`config.mk`:
```
export PLATFORM = sky130hd
export DESIGN_NAME = microop_sequencer
export DESIGN_NICKNAME = d
export VERILOG_FILES = /design/src/rtl/microop_sequencer.sv
export SDC_FILE = /design/constraint.sdc
export NUM_CORES = 1
export LEC_CHECK = 0
export BUFFER_PORTS_ARGS = -buffer_cell sky130_fd_sc_hd__buf_2
export CORE_MARGIN = 1
export CORE_UTILIZATION = 26
export CTS_CLUSTER_DIAMETER = 50
export DETAILED_ROUTE_END_ITERATION = 10
export GPL_ROUTABILITY_DRIVEN = 0
export PLACE_DENSITY_LB_ADDON = 0.1
export SLEW_MARGIN = 15
export SYNTH_ARGS = -nofsm -noshare
export SYNTH_HDL_FRONTEND = slang
export SYNTH_SLANG_ARGS = --single-unit
```
`constraint.sdc`:
```
create_clock -name CLK -period 2.2 [get_ports CLK]
set_input_delay 0 -clock CLK [delete_from_list [all_inputs] [get_ports CLK]]
set_output_delay 0 -clock CLK [all_outputs]
set_load 0.02 [all_outputs]
```
`src/rtl/microop_sequencer.sv`:
```
// microop_sequencer: owns opcode, micro-op counter and condition latch; drives the microcode address
//   CLK        system clock, rising edge
//   RST        asynchronous reset, active-high
//   UCODE      microcode word: [16:14] in_plane, [17] reset counter, [25] opcode_sel, [27:26] cond_var_sel
//   BUS        datapath bus, [OPCODE_W-1:0] is the opcode source when opcode_sel=1
//   OPWORD     opword register, top OPCODE_W bits are the opcode source when opcode_sel=0
//   MLU_ZERO   MLU zero flag
//   MLU_CARRY  MLU carry flag
//   MLU_NEG    MLU negative flag
//   INTERRUPT  level interrupt request
//   WAIT       stall request, holds the sequence
//   ADDR       registered microcode address {cond_var, opcode, count}
//   PLANE_EN   write-enable qualifier for plane targets
//   INT_ACK    pulse when a pending interrupt is consumed
//   FAULT      sticky counter-overflow indication
module microop_sequencer #(
    parameter int OPCODE_W = 6,
    parameter int COUNT_W = 5,
    parameter int RESET_OPCODE = 0,
    localparam int ADDR_W = 1 + OPCODE_W + COUNT_W
) (
    input  logic              CLK,
    input  logic              RST,
    input  logic [31:0]       UCODE,
    input  logic [31:0]       BUS,
    input  logic [31:0]       OPWORD,
    input  logic              MLU_ZERO,
    input  logic              MLU_CARRY,
    input  logic              MLU_NEG,
    input  logic              INTERRUPT,
    input  logic              WAIT,
    output logic [ADDR_W-1:0] ADDR,
    output logic              PLANE_EN,
    output logic              INT_ACK,
    output logic              FAULT
);
    typedef enum logic [1:0] {S_INIT, S_RUN, S_FAULT} state_t;

    state_t              state, state_n;
    logic [OPCODE_W-1:0] opcode, opcode_n;
    logic [COUNT_W-1:0]  count, count_n;
    logic                cond_var, cond_n;
    logic                int_pending, pend_n;
    logic                cond_src;
    logic                advance;
    logic                overflow;
    logic                unused_bits;

    assign unused_bits = ^{UCODE[31:28], UCODE[24:18], UCODE[13:0], BUS[31:OPCODE_W], OPWORD[31-OPCODE_W:0]};

    always_ff @(posedge CLK or posedge RST) begin
        if (RST) begin
            state       <= S_INIT;
            opcode      <= OPCODE_W'(RESET_OPCODE);
            count       <= '0;
            cond_var    <= 1'b0;
            int_pending <= 1'b0;
        end else begin
            state       <= state_n;
            opcode      <= opcode_n;
            count       <= count_n;
            cond_var    <= cond_n;
            int_pending <= pend_n;
        end
    end

    always_comb begin
        cond_src = UCODE[27] ? (UCODE[26] ? int_pending : MLU_NEG) : (UCODE[26] ? MLU_CARRY : MLU_ZERO);
        advance  = (state == S_RUN) && !WAIT;
        // overflow freezes every register; only the state moves to FAULT
        overflow = advance && !UCODE[17] && (count == {COUNT_W{1'b1}});
        state_n  = state == S_INIT ? S_RUN : (overflow ? S_FAULT : state);
        opcode_n = opcode;
        count_n  = count;
        cond_n   = cond_var;
        INT_ACK  = 1'b0;
        if (advance && !overflow) begin
            count_n  = UCODE[17] ? '0 : count + 1'b1;
            opcode_n = UCODE[16:14] == 3'd6 ? (UCODE[25] ? BUS[OPCODE_W-1:0] : OPWORD[31 -: OPCODE_W]) : opcode;
            cond_n   = cond_src;
            INT_ACK  = (UCODE[27:26] == 2'd3) && int_pending;
        end
        // a new request on the consuming edge re-pends, so set wins over clear
        pend_n   = (int_pending && !INT_ACK) || INTERRUPT;
        PLANE_EN = advance;
        FAULT    = state == S_FAULT;
        ADDR     = {cond_var, opcode, count};
    end
endmodule

```
==> flow_summary.ini <==
[placed_design]
dp_hpwl_mm = 1.388
dp.cells = 139
dpl_cell_area_um2 = 1047
io_buffers = 40

[critical_path]
critPathArrivalTime_ns = 2.03
worst_setup_path_end_kind = output port
reg2reg_depth = 7
startpoint = count[1]$_DFFE_PP0P_
reg2reg_to = opcode[1]$_DFFE_PP0P_
crit_required_ns = 2.20
reg2reg_from = count[1]$_DFFE_PP0P_
ff2ff_setup_slack_ns = 0.19
cp-start-kind = flip-flop
worstSetupPathType = flip-flop to output port
critPathMaxFanout = 5
critPathCapture = INT_ACK

[power]
leakagePower_nw = 0.5645
powerDensity_nw_per_um2 = 624.2
irDropWorstVdd_v = 0.0002278

[status]
violations = DRC
status = finished with violations

[logic_synthesis]
synth_warnings = 0
ys_ff_latch = 15
postSynthAreaPerCell_um2 = 11.79
netlist_area_um2 = 802.0
ys_seq_area_frac = 0.4680
synth_flop_cell = dfrtp_1
synth_nets = 173
async_flop_share = 1.000
synthCells = 68
synthDistinctLibCells = 30
synth-edff-count = 0

[timing]
fin_crit_sh = 0.9207
setup_tns_ns = 0
grt_setup_unrepaired = false
setup-violations-final = 0
post-route-min-period_ns = 2.026
hold_viol = 0
worst_pin_slew_ns = 0.5563
slew_viol_final = 0
skew_ns = 0.008734
max_freq_mhz = 493.7
slew_headroom = 0.6287

[die]
start_util = 0.2835
die-height_um = 57.54
die_w_um = 57.54
rows = 19
io_pins = 118
dieArea_um2 = 3311
fp.coreArea_um2 = 2829

[final_layout]
finalNetCount = 221
post-route-util = 0.3976
seqCellArea_um2 = 377.9
antenna_cells = 0
final_cell_area_um2 = 1125
layout-drive-gt1-share = 0.5913
multiInputGateArea_um2 = 404.1
syn2layout_area_growth_pct = 40.25
fin_cells = 146
fill_cells = 289

[clocking]
cts_tree = done
htreeDepth = 1
path_clk_slew_ns = 0.10
cts.sink_count = 15
insertion_delay_ns = 0.28
clockRootBuffer = clkbuf_4
cts_buffers = 3
clk_path_buf_depth = 2
cts_post_setup_buffers_inserted = 0

[global_route]
antenna_found_initial = 0
gr-total-overflow = 0
grt_pass1_vias = 715
grt_max_degree = 16
grt_pass1_wl_mm = 2.967
gr-usage-all-layers = 0.1160

[detailed_routing]
detail_route.wl_per_cell_um = 12.13
drt-total-wl_mm = 1.771
drt_iter0_markers = 15
antenna_left = 0
drc = 6
first_pass_iters = 7
vias_per_cell = 4.664
vias = 681

[min_path]
holdCritPathClass = primary input to flip-flop

[job]
drv_cap = 0
area by class of cell:
type,instances,area share
timing repair buffer,47,0.2336
multi-input combinational,46,0.3593
clock buffer,3,0.02002
clock inverter,1,0.006674
tap,31,0.03448
inverter,3,0.01001
sequential,15,0.3359
layer usage:
layer | up-vias | global-route usage | part of all wire
met5 | - | 0 | 0
met4 | 0 | 0.04181 | 0.0068
met3 | 2 | 0.03401 | 0.090
met2 | 29 | 0.2010 | 0.44
met1 | 312 | 0.1353 | 0.46
li1 | 338 | - | -
layout by cell type (no fill, tap or decap), drive strengths merged:
| master | n |
|---|---|
| nor3 | 2 |
| nand2b | 4 |
| clkbuf | 3 |
| inv | 3 |
| buf | 44 |
| dfrtp | 15 |
| nor4 | 2 |
| or3b | 1 |
| a21oi | 1 |
| dlygate4sd3 | 3 |
| o211ai | 1 |
| o21bai | 1 |
| nand3 | 1 |
| nor2b | 2 |
| nand3b | 1 |
| ha | 2 |
| mux4 | 1 |
| mux2 | 13 |
| a21o | 2 |
| nor2 | 1 |
| and3 | 1 |
| clkinvlp | 1 |
| o31ai | 2 |
| or3 | 1 |
| o21ai | 5 |
| nand2 | 2 |
logic make-up (layout without fill, tap and decap cells):
family | after synthesis | in the layout | share of synthesized area
AO/OA/AOI/OAI | 12 | 12 | 0.09359
adder cells (fa/ha/maj) | 2 | 2 | 0.03120
buffers and inverters | 7 | 54 | 0.04679
flip-flops | 15 | 15 | 0.4680
multiplexers | 14 | 14 | 0.2106
AND/OR/NAND/NOR | 18 | 18 | 0.1498
power breakdown:
part           total [W]  internal, W  switching, W
clock network   0.000161    0.0000689     0.0000920
logic           0.000205    0.0000947      0.000110
registers       0.000336     0.000315     0.0000216
total           0.000702     0.000478      0.000224
Yosys cell counts (all sizes together), types with 2 or more instances:
library cell	count	area share
mux2	13	0.18
o31ai	2	0.019
a21o	2	0.019
dfrtp	15	0.47
ha	2	0.031
nand2b	4	0.031
nor3	2	0.012
nand2	2	0.0094
nor4	2	0.034
o21ai	5	0.031
inv	3	0.014
buf	3	0.028
nor2b	2	0.016
what timing repair did:
item / in CTS / in global routing
endpoints found under the hold margin: 17 / 0
hold buffers: 3 / 0
setup endpoints to repair: 0 / 7
gates resized for setup: 0 / 5
worst min-delay path by stage:
stage | from | endpoint | cells past startpoint
global route | BUS[3] | opcode[3]$_DFFE_PP0P_ | 3
global placement | RST | cond_var$_DFFE_PP0P_ | 2
floorplan | RST | cond_var$_DFFE_PP0P_ | 1
CTS | OPWORD[31] | opcode[5]$_DFFE_PP0P_ | 3
finish | OPWORD[29] | opcode[3]$_DFFE_PP0P_ | 3
detailed placement | RST | opcode[3]$_DFFE_PP0P_ | 2
state kept, by name (all words and copies together) (netlist names):
register,count
cond_var,1
count,5
int_pending,1
opcode,6
state,2
metrics by stage:
stage | hold slack (ns) | worst slack, ns | power [W]
CTS | 0.06860 | 0.05198 | 0.0007137
global route | 0.06041 | 0.04360 | 0.0007514
global placement | 0.1046 | 0.08366 | 0.0005384
detailed placement | 0.09180 | 0.06754 | 0.0005444
finish | 0.07701 | 0.1744 | 0.0007021
floorplan | -0.09866 | -0.02278 | 0.0004654
worst max-delay path: stages (launching register included):
cell      delay (ns)
dfrtp_2         0.43
ha_1            0.21
and3_1          0.19
ha_1            0.20
nor2b_4         0.15
nand2b_2        0.22
nor3_2          0.17
buf_4           0.16
No activity file was read; power rests on OpenSTA's default activity.
